## src/rtl/axil_pkg.sv

```systemverilog
// rtl/axil_pkg.sv - shared AXI-Lite read demux types and response codes
package axil_pkg;

  typedef enum logic [1:0] {
    IDLE   = 2'd0,
    ADDR   = 2'd1,
    DATA   = 2'd2,
    DECERR = 2'd3
  } axil_state_t;

  localparam logic [1:0] RESP_OKAY   = 2'b00;
  localparam logic [1:0] RESP_SLVERR = 2'b10;
  localparam logic [1:0] RESP_DECERR = 2'b11;

endpackage

```

## src/rtl/axil_addr_match.sv

```systemverilog
// rtl/axil_addr_match.sv - base-address window match for one downstream port
module axil_addr_match #(
  parameter int                    ADDR_WIDTH = 32,
  parameter int                    ADDR_BITS  = 12,
  parameter logic [ADDR_WIDTH-1:0] BASE       = '0
) (
  input  logic [ADDR_WIDTH-1:0] addr,
  output logic                  hit
);

  // Only the bits above the window offset take part in the compare.
  localparam logic [ADDR_WIDTH-1:0] MASK = {ADDR_WIDTH{1'b1}} << ADDR_BITS;

  assign hit = ((addr ^ BASE) & MASK) == '0;

endmodule

```

## src/rtl/axil_rd_demux.sv

```systemverilog
// rtl/axil_rd_demux.sv - AXI-Lite read demux: BRAM port 0, CSR port 1, local DECERR
module axil_rd_demux
  import axil_pkg::*;
#(
  parameter int                    ADDR_WIDTH   = 32,
  parameter int                    DATA_WIDTH   = 32,
  parameter logic [ADDR_WIDTH-1:0] S0_BASE      = 32'h4000_0000,
  parameter int                    S0_ADDR_BITS = 12,
  parameter logic [ADDR_WIDTH-1:0] S1_BASE      = 32'h4000_1000,
  parameter int                    S1_ADDR_BITS = 8
) (
  input  logic                    axi_clock,
  input  logic                    rst,
  input  logic [ADDR_WIDTH-1:0]   s_axil_araddr,
  input  logic                    s_axil_arvalid,
  output logic                    s_axil_arready,
  input  logic [2:0]              s_axil_arprot,
  output logic [DATA_WIDTH-1:0]   s_axil_rdata,
  output logic [1:0]              s_axil_rresp,
  output logic                    s_axil_rvalid,
  input  logic                    s_axil_rready,
  output logic [S0_ADDR_BITS-1:0] m0_axil_araddr,
  output logic [2:0]              m0_axil_arprot,
  output logic                    m0_axil_arvalid,
  input  logic                    m0_axil_arready,
  input  logic [DATA_WIDTH-1:0]   m0_axil_rdata,
  input  logic [1:0]              m0_axil_rresp,
  input  logic                    m0_axil_rvalid,
  output logic                    m0_axil_rready,
  output logic [S1_ADDR_BITS-1:0] m1_axil_araddr,
  output logic [2:0]              m1_axil_arprot,
  output logic                    m1_axil_arvalid,
  input  logic                    m1_axil_arready,
  input  logic [DATA_WIDTH-1:0]   m1_axil_rdata,
  input  logic [1:0]              m1_axil_rresp,
  input  logic                    m1_axil_rvalid,
  output logic                    m1_axil_rready
);

  axil_state_t             state_q, state_d;
  logic                    arready_q;
  logic                    sel_q;
  logic [S0_ADDR_BITS-1:0] a0_q;
  logic [S1_ADDR_BITS-1:0] a1_q;
  logic [2:0]              prot_q;
  logic                    hit0, hit1;
  logic                    ar_fire;
  logic                    sel_arready;
  logic                    r_fire;

  axil_addr_match #(
    .ADDR_WIDTH (ADDR_WIDTH),
    .ADDR_BITS  (S0_ADDR_BITS),
    .BASE       (S0_BASE)
  ) u_match0 (
    .addr (s_axil_araddr),
    .hit  (hit0)
  );

  axil_addr_match #(
    .ADDR_WIDTH (ADDR_WIDTH),
    .ADDR_BITS  (S1_ADDR_BITS),
    .BASE       (S1_BASE)
  ) u_match1 (
    .addr (s_axil_araddr),
    .hit  (hit1)
  );

  assign s_axil_arready  = arready_q;
  assign ar_fire         = s_axil_arvalid && arready_q;
  assign m0_axil_araddr  = a0_q;
  assign m1_axil_araddr  = a1_q;
  assign m0_axil_arprot  = prot_q;
  assign m1_axil_arprot  = prot_q;
  assign sel_arready     = sel_q ? m1_axil_arready : m0_axil_arready;
  assign r_fire          = (sel_q ? m1_axil_rvalid : m0_axil_rvalid) && s_axil_rready;

  always_ff @(posedge axi_clock) begin
    if (rst) begin
      state_q   <= IDLE;
      arready_q <= 1'b0;
      sel_q     <= 1'b0;
      a0_q      <= '0;
      a1_q      <= '0;
      prot_q    <= '0;
    end else begin
      state_q   <= state_d;
      // arready is a flop so the upstream master sees a clean ready
      arready_q <= (state_d == IDLE);
      if (ar_fire) begin
        sel_q  <= !hit0;
        a0_q   <= s_axil_araddr[S0_ADDR_BITS-1:0];
        a1_q   <= s_axil_araddr[S1_ADDR_BITS-1:0];
        prot_q <= s_axil_arprot;
      end
    end
  end

  always_comb begin
    state_d         = state_q;
    m0_axil_arvalid = 1'b0;
    m1_axil_arvalid = 1'b0;
    m0_axil_rready  = 1'b0;
    m1_axil_rready  = 1'b0;
    s_axil_rvalid   = 1'b0;
    s_axil_rdata    = '0;
    s_axil_rresp    = RESP_OKAY;

    case (state_q)
      IDLE: begin
        if (ar_fire) state_d = (hit0 || hit1) ? ADDR : DECERR;
      end
      ADDR: begin
        m0_axil_arvalid = !sel_q;
        m1_axil_arvalid = sel_q;
        if (sel_arready) state_d = DATA;
      end
      DATA: begin
        if (sel_q) begin
          s_axil_rvalid  = m1_axil_rvalid;
          s_axil_rdata   = m1_axil_rdata;
          s_axil_rresp   = m1_axil_rresp;
          m1_axil_rready = s_axil_rready;
        end else begin
          s_axil_rvalid  = m0_axil_rvalid;
          s_axil_rdata   = m0_axil_rdata;
          s_axil_rresp   = m0_axil_rresp;
          m0_axil_rready = s_axil_rready;
        end
        if (r_fire) state_d = IDLE;
      end
      DECERR: begin
        s_axil_rvalid = 1'b1;
        s_axil_rresp  = RESP_DECERR;
        if (s_axil_rready) state_d = IDLE;
      end
      default: state_d = IDLE;
    endcase
  end

endmodule

```

## config.mk

```make
export PLATFORM = sky130hd
export DESIGN_NAME = axil_rd_demux
export DESIGN_NICKNAME = d
export VERILOG_FILES = /design/src/rtl/axil_pkg.sv /design/src/rtl/axil_addr_match.sv /design/src/rtl/axil_rd_demux.sv
export SDC_FILE = /design/constraint.sdc
export NUM_CORES = 1
export LEC_CHECK = 0
export CAP_MARGIN = 20
export CORE_ASPECT_RATIO = 0.8
export CORE_UTILIZATION = 25
export DETAILED_ROUTE_END_ITERATION = 16
export PLACE_DENSITY = 0.79
export SLEW_MARGIN = 20
export SYNTH_ARGS = -nofsm -noshare
export SYNTH_HDL_FRONTEND = slang
export SYNTH_SLANG_ARGS = --single-unit
```

## constraint.sdc

```tcl
create_clock -name axi_clock -period 2.9 [get_ports axi_clock]
set_input_delay 0.435 -clock axi_clock [delete_from_list [all_inputs] [get_ports axi_clock]]
set_output_delay 0.435 -clock axi_clock [all_outputs]
set_load 0.005 [all_outputs]
```

Yosys cells after proc, flatten, opt, wreduce, memory -nomap -nowiden
Cells that the tools add are included.

operators by class
  eq/ne operators = 3
  reductions and logical operators = 9
  mux-type cells = 19
  bitwise logic cells = 2

operator list
  cell                count
  $logic_not 32->1    2
  $mux 32             2
  $mux 2              6
  $mux 1              8
  $pmux 2 s4          1
  $eq 2x2->1 const B  2
  $logic_not 2->1     2
  $pmux 2 s2          1
  $eq 2x1->1 const B  1
  $logic_and 1x1->1   2
  $logic_not 1->1     2
  $not 2->2           1
  $pmux 1 s2          1
  $logic_or 1x1->1    1
  $not 1->1           1

storage, ports and cells
  flip-flop bits (word level) = 27
  word-level logic and storage cells = 39

Longest topological paths before layout
Gate-level depths: netlist (run 1).

  depth after elaboration = 7
  mapped depth = 5

Modules after synthesis
A second synthesis (run 1) with hierarchy kept.

second synthesis, totals
  cells, all modules = 199
  area total of the unflattened synthesis = 1492.7 sq um

by module, submodules not included
  module                       area each (sq um)  times used  sequential area each (sq um)  cells each
  axil_rd_demux                1358.8             1           380.4                         182
  axil_addr_match at u_match1  68.8               1           0.0                           9
  axil_addr_match at u_match0  65.1               1           0.0                           8

Worst setup path before layout (run 1)
OpenSTA, ideal clock, no wires.

  path type = register to output
  start point = register sel_q
  end point = output s_axil_rdata[16]
  arrival time = 1003 ps
  stages on the path, launching flop included = 6
  path slack = 1462 ps
  path through = dfxtp_1 > buf_6 > buf_4 > buf_6 > mux2i_1 > nor2_1

between the ends
  longest elaborated chain between the ends = 2

RTL lines
  element                 line                  text
  from (decl)             axil_rd_demux.sv:42   logic sel_q;
  from (signal assigned)  axil_rd_demux.sv:91   sel_q <= !hit0;
  $mux 32                 axil_rd_demux.sv:119  if (sel_q) begin
  $mux 32                 axil_rd_demux.sv:109  case (state_q)
  to (decl)               axil_rd_demux.sv:18   output logic [DATA_WIDTH-1:0] s_axil_rdata,

No other way between the ends.

Worst setup path in the final report (run 1)
  start point = register sel_q
  end point = output s_axil_rdata[21]

Same word-level chain as after synthesis.

==> flow_summary.json, run 1 <==
{
  "run_status": "finished, final reports clean",
  "worst-path-max-fanout": 20,
  "core_area_sq_mm": 0.00547,
  "fin_crit_sh_pct": 82.0,
  "p_sw_uw": 430,
  "drive_gt1_share_pct": 3.14,
  "fin_util_pct": 58.4,
  "achievable_frequency_mhz": 420,
  "endpoint_type_of_the_worst_setup_path": "output pin",
  "netlist_top_cells_area": "dfxtp_1 27%, mux2i_1 25%, nor2_1 9.3%, nand2_1 9.0%, buf_4 6.3%",
  "finalHoldViolCount": 0,
  "io_pins": 177,
  "hold_class": "flip-flop to flip-flop",
  "setup_clock_skew_after_layout_ps": 3.05,
  "period_needed_ps": 2380,
  "clock_tree.root_cell": "clkbuf_8",
  "grt_remaining_overflow": 0,
  "largest_voltage_drop_on_the_vdd_net_mv": 0.323,
  "area_growth_from_synthesis_to_final_layout_pct": 125,
  "antennaDiodeCount": 0,
  "ant_nets": 0,
  "post_synth_inst_count": 191,
  "grt_start_max_net_pins": 34,
  "drt_pass1_iterations": 4,
  "mappedNetlistArea_sq_mm": 0.00142,
  "synth-seq-area-share_pct": 26.8,
  "drc_errors": 0,
  "numCtsBuffers": 3,
  "fin_area_sq_mm": 0.00319,
  "cts_hold_buffers": 0,
  "power.internal_uw": 900,
  "finalNetCount": 462,
  "row_count": 24,
  "finalMaxSlewViolations": 0,
  "number_of_antenna_violations_at_the_first_check_in_global_routing": 0,
  "total_power_uw": 1330,
  "dieArea_sq_mm": 0.00598,
  "gp_congestion": 0.775,
  "synth.ff_latch_count": 19,
  "timing.reg2reg.worst_path_depth": 4,
  "biggest_area_consumer_among_synthesized_cells": "dfxtp_1",
  "route.vias.total": 1883,
  "postCtsSetupBuffers": 0,
  "h_tree_depth": 1,
  "hold_crit_depth": 2,
  "timing.max_slew.rel_slack_pct": 50.1,
  "power_switching_share_pct": 32.3,
  "pwr-share-seq_pct": 26.8,
  "first_iter_violations": 63,
  "clk_buf_depth": 2,
  "synthDistinctLibCells": 24,
  "cts_tree": "done",
  "power.share.combinational_pct": 59.8,
  "worst_setup_path_start_kind": "flip-flop",
  "detailed_place_hpwl_microns": 4730,
  "critical_path_class": "flip-flop to output pin",
  "worst_hold_startpoint": "m0_axil_araddr[10]$_SDFFE_PP0P_",
  "power_density_cells_mw_per_mm2": 416,
  "rsz0062_at_grt": "false",
  "cp.required_ps": 2470,
  "power.share.clock_pct": 13.4,
  "worst-endpoint-arrival_ps": 1940,
  "cts_resized": 0,
  "synthesis.area_per_instance_sq_um": 7.43,
  "standby_leakage_power_uw": 0.00111,
  "setup.reg_to_reg.worst_slack_ps": 1440,
  "routed_wl_microns": 5700,
  "place.port_buffers": 176,
  "grt_pass1_wl_microns": 9040,
  "setup_total_negative_slack_ps": 0,
  "final.hold.worst_slack_ps": 453,
  "number_of_warning_messages_in_the_yosys_log": 0,
  "syn_nets": 302,
  "dieWidth_microns": 86.2,
  "avgViaCountPerCell": 4.40,
  "critical_path.reg2reg.startpoint": "sel_q$_SDFFE_PP0P_",
  "grt_pass1_vias": 1822,
  "cts.sink_count": 19,
  "rr_endpoint": "s_axil_arready$_SDFF_PP0_",
  "placed_standard_cell_area_sq_mm": 0.00315,
  "starting_density_pct": 26.0,
  "globalRouteTotalUtil_pct": 18.8,
  "final-setup-viol-count": 0,
  "netlist.area_leader.share_pct": 26.8,
  "routed_wire_length_per_instance_microns": 13.3,
  "die_y_microns": 69.4,
  "drv_cap": 0,
  "clk-insertion-delay-late_ps": 250,
  "worst-slew-pin-transition_ps": 746,
  "min_delay_worst_endpoint": "m0_axil_araddr[10]$_SDFFE_PP0P_",
  "clkSlewWorstSetupHoldPaths_ps": 70
}
[layer usage]
metal	vias up	part of all wire (%)	track usage (%)
met5	-	0	0
met2	69	53	34.8
met3	4	5.1	3.33
li1	954	-	-
met1	856	41	22.8
met4	0	0.72	3.15
[power by group through the flow]
| stage | logic, uW | registers [uW] | clock network [uW] |
|---|---|---|---|
| floorplan | 371 | 339 | 0 |
| global placement | 789 | 361 | 0 |
| detailed placement | 797 | 363 | 0 |
| CTS | 803 | 358 | 186 |
| global route | 865 | 366 | 202 |
| finish | 795 | 357 | 178 |
[stage by stage]
step | instances | setup slack, ps
6_report | 428 | 521
5_1_grt | 428 | 392
4_1_cts | 428 | 485
3_5_place_dp | 424 | 743
3_3_place_gp | 424 | 737
2_1_floorplan | 191 | 1460
[cells in the mapped netlist, drive strengths merged]
master,count
a21boi,2
a21oi,17
a31o,1
and2,2
and3b,1
and4,1
buf,20
clkbuf,5
dfxtp,19
inv,1
mux2,1
mux2i,36
nand2,34
nand3,1
nand4,1
nor2,35
nor3,3
nor3b,2
nor4,5
o21ai,3
o41ai,1
[layout make-up]
class                   count  area, sq um
clock buffers               4         45.0
fillers                   496         2270
inverters                   1         3.75
multi-input cells         146          873
flip-flops and latches     19          382
well taps                  78         97.6
repair buffers            180         1790
[worst max-delay path, cell delays in order (launching register included)]
cell and delay, ps:
dfxtp_2 530, buf_4 380, mux2i_1 270, nor2_1 60, clkdlybuf4s50_1 450
[state kept, by name, indices dropped and copies added (netlist names)]
signal	flops
m0_axil_arprot	3
s_axil_arready	1
m0_axil_araddr	12
state_q	2
sel_q	1
[layout by cell type, fill, tap and decap left out]
| master | netlist | layout |
|---|---|---|
| o41ai_1 | 1 | 1 |
| clkdlybuf4s50_1 | 0 | 176 |
| o21ai_0 | 3 | 3 |
| nor3b_1 | 2 | 2 |
| and3b_1 | 1 | 1 |
| nand3_1 | 1 | 1 |
| and4_1 | 1 | 1 |
| a21boi_0 | 2 | 2 |
| a31o_2 | 1 | 1 |
| a21oi_1 | 16 | 16 |
| nor4_1 | 5 | 5 |
| dfxtp_1 | 19 | 18 |
| buf_4 | 12 | 4 |
| nand2_1 | 34 | 34 |
| nand4_1 | 1 | 1 |
| mux2_4 | 1 | 1 |
| clkbuf_1 | 5 | 1 |
| mux2i_1 | 36 | 36 |
| dfxtp_2 | 0 | 1 |
| clkbuf_8 | 0 | 3 |
| and2_1 | 2 | 2 |
| inv_1 | 1 | 1 |
| nor3_1 | 3 | 3 |
| a21oi_2 | 1 | 1 |
| nor2_1 | 35 | 35 |
[cells by family after synthesis]
group                  after synthesis  share of synthesized area, %
muxes                               37                          26.5
buffers and inverters               26                          11.6
DFF                                 19                          26.8
AOI/OAI and AO/OA                   24                          9.61
and+or+nand+nor                     85                          25.5
[how the worst max path moves through the flow]
stage                       start               end  slack [ps]  cells past startpoint
4_1_cts        sel_q$_SDFFE_PP0P_   m1_axil_arvalid         480                      3
3_5_place_dp       m1_axil_rvalid     s_axil_rvalid         740                      5
6_report       sel_q$_SDFFE_PP0P_  s_axil_rdata[21]         520                      4
2_1_floorplan  sel_q$_SDFFE_PP0P_  s_axil_rdata[16]        1460                      5
5_1_grt        sel_q$_SDFFE_PP0P_   m1_axil_arvalid         390                      3
3_3_place_gp       m1_axil_rvalid     s_axil_rvalid         740                      5
Power figures use the tool's default switching activity.
==> inputs of run 2 (changes only) <==
--- a/config.mk
+++ b/config.mk
@@ -7,9 +7,9 @@
 export LEC_CHECK = 0
 export CAP_MARGIN = 20
 export CORE_ASPECT_RATIO = 0.8
-export CORE_UTILIZATION = 25
+export CORE_UTILIZATION = 24
 export DETAILED_ROUTE_END_ITERATION = 16
-export PLACE_DENSITY = 0.79
+export PLACE_DENSITY = 0.8
 export SLEW_MARGIN = 20
 export SYNTH_ARGS = -nofsm -noshare
 export SYNTH_HDL_FRONTEND = slang
==> constraint.sdc (replaced) <==
create_clock -name axi_clock -period 1.94 [get_ports axi_clock]
set_input_delay 0.291 -clock axi_clock [delete_from_list [all_inputs] [get_ports axi_clock]]
set_output_delay 0.291 -clock axi_clock [all_outputs]
set_load 0.005 [all_outputs]
==> flow_summary.json, run 2 (same netlist as run 1, synthesis figures left out) <==
{
  "p_sw_uw": 723,
  "first_iter_violations": 33,
  "detailed_place_hpwl_microns": 5030,
  "die_y_microns": 70.8,
  "placed_standard_cell_area_sq_mm": 0.00318,
  "cts.sink_count": 19,
  "finalHoldViolCount": 0,
  "final.hold.worst_slack_ps": 458,
  "period_needed_ps": 1950,
  "io_pins": 177,
  "h_tree_depth": 1,
  "timing.critical_path.max_delay_family": "buffers and inverters",
  "area_growth_from_synthesis_to_final_layout_pct": 138,
  "cp.required_ps": 1650,
  "numCtsBuffers": 3,
  "pwr-share-seq_pct": 24.0,
  "standby_leakage_power_uw": 0.00151,
  "avgViaCountPerCell": 4.55,
  "grt_start_max_net_pins": 33,
  "worst_setup_path_start_kind": "flip-flop",
  "power.internal_uw": 1440,
  "finalNetCount": 471,
  "largest_register_ff_count": 12,
  "gp_congestion": 0.806,
  "rsz0062_at_grt": "true",
  "fin_area_sq_mm": 0.00338,
  "endpoint_type_of_the_worst_setup_path": "output pin",
  "cp_slowest_cell": "clkdlybuf4s50_1",
  "clock_tree.root_cell": "clkbuf_8",
  "cts_tree": "done",
  "dieWidth_microns": 88.0,
  "timing.max_slew.rel_slack_pct": 57.7,
  "grt_remaining_overflow": 0,
  "worst-path-max-fanout": 11,
  "drc_errors": 0,
  "power.share.combinational_pct": 63.1,
  "drt_pass1_iterations": 4,
  "ant_nets": 0,
  "row_count": 24,
  "crit_cells": 4,
  "violations": "negative setup slack",
  "crit_chain": "buf_6 > mux2i_2 > nor2_2 > clkdlybuf4s50_1",
  "antennaDiodeCount": 0,
  "slowest_delay_ps": 440,
  "fin_crit_sh_pct": 100,
  "cts_hold_buffers": 0,
  "number_of_antenna_violations_at_the_first_check_in_global_routing": 0,
  "core_area_sq_mm": 0.00559,
  "achievable_frequency_mhz": 514,
  "power_switching_share_pct": 33.5,
  "final.fill_count": 508,
  "clk_buf_depth": 2,
  "run_status": "finished with violations",
  "routed_wire_length_per_instance_microns": 14.7,
  "critical_path_class": "flip-flop to output pin",
  "route.vias.total": 1988,
  "timing.reg2reg.worst_path_depth": 5,
  "starting_density_pct": 25.4,
  "worst-endpoint-arrival_ps": 1660,
  "hold_class": "flip-flop to flip-flop",
  "globalRouteTotalUtil_pct": 19.3,
  "dieArea_sq_mm": 0.00623,
  "most_common_cell_after_layout_fill_and_taps_aside": "clkdlybuf4s50_1",
  "grt_pass1_wl_microns": 9210,
  "drv_cap": 0,
  "critPathBufInv": 2,
  "routed_wl_microns": 6410,
  "grt_pass1_vias": 1903,
  "drive_gt1_share_pct": 7.80,
  "largest_voltage_drop_on_the_vdd_net_mv": 0.228,
  "hold_crit_depth": 2,
  "final-setup-viol-count": 1,
  "final_worst_setup_slack_ps": -6.08,
  "clk-insertion-delay-late_ps": 260,
  "layout.cells.most_common_list": "157 x clkdlybuf4s50_1, 34 x nor2_1, 33 x mux2i_1, 33 x nand2_1, 18 x dlymetal6s2s_1",
  "clkSlewWorstSetupHoldPaths_ps": 70,
  "finalMaxSlewViolations": 0,
  "power_density_cells_mw_per_mm2": 639,
  "power.share.clock_pct": 12.9,
  "pre_cts_slack_ps": 43.3,
  "worst-slew-pin-transition_ps": 634,
  "place.port_buffers": 176,
  "setup_clock_skew_after_layout_ps": 4.13
}
==> run 2: worst register-to-register path: stages, from the launching register on <==
cell and delay, ps:
dfxtp_4 420, mux2i_2 270, nand2_1 110, buf_4 150, a31o_2 240, and3b_1 180
==> run 2: repair_timing <==
| item | 4_1_cts | 5_1_grt |
|---|---|---|
| buffers inserted | 2 | 1 |
| gates resized for setup | 11 | 24 |
| setup endpoints to repair | 37 | 35 |
| pin swaps | 0 | 1 |
| gates cloned | 0 | 2 |
==> run 2: stage by stage <==
stage          cells  total power, uW  setup TNS, ps  util, %
3_3_place_gp     428             1750              0     56.9
3_5_place_dp     428             1770              0     56.9
6_report         437             2160          -6.08     60.5
4_1_cts          434             2100              0     58.6
5_1_grt          437             2290           -317     60.5
2_1_floorplan    191             1060              0        -
==> run 2: cell type report <==
cell class	instances	area, sq um	area share (%)
timing repair buffer	189	1950	57.8
inverter	1	3.75	0.111
clock inverter	1	5.00	0.148
multi-input combinational	146	895	26.5
clock buffer	3	41.3	1.22
tap	78	97.6	2.89
sequential	19	385	11.4
==> run 2: worst paths after layout <==
check / from / to / slack [ps]
max: sel_q$_SDFFE_PP0P_ / s_axil_rdata[0] / -6
min: m0_axil_araddr[9]$_SDFFE_PP0P_ / m0_axil_araddr[9]$_SDFFE_PP0P_ / 460
min reg2reg: m0_axil_araddr[9]$_SDFFE_PP0P_ / m0_axil_araddr[9]$_SDFFE_PP0P_ / 460
max reg2reg: sel_q$_SDFFE_PP0P_ / s_axil_arready$_SDFF_PP0_ / 470
==> run 2: power by group through the flow <==
stage	Combinational, uW	Sequential, uW	Clock [uW]
6_report	1360	518	278
5_1_grt	1460	529	303
4_1_cts	1300	513	290
3_5_place_dp	1250	518	0
3_3_place_gp	1230	514	0
2_1_floorplan	555	507	0
==> run 2: routing by layer <==
metal / track usage, % / part of all wire (%) / vias up
met1: 21.4 / 39 / 922
li1: - / - / 972
met4: 7.47 / 3.2 / 0
met5: 0 / 0 / -
met3: 3.97 / 5.2 / 21
met2: 35.5 / 52 / 73
==> inputs of run 3 (changes only) <==
--- a/config.mk
+++ b/config.mk
@@ -5,7 +5,6 @@
 export SDC_FILE = /design/constraint.sdc
 export NUM_CORES = 1
 export LEC_CHECK = 0
-export CAP_MARGIN = 20
 export CORE_ASPECT_RATIO = 0.8
 export CORE_UTILIZATION = 24
 export DETAILED_ROUTE_END_ITERATION = 16
==> results of run 3 <==
No change in the layout: final DEF, timing and power equal those of run 2.
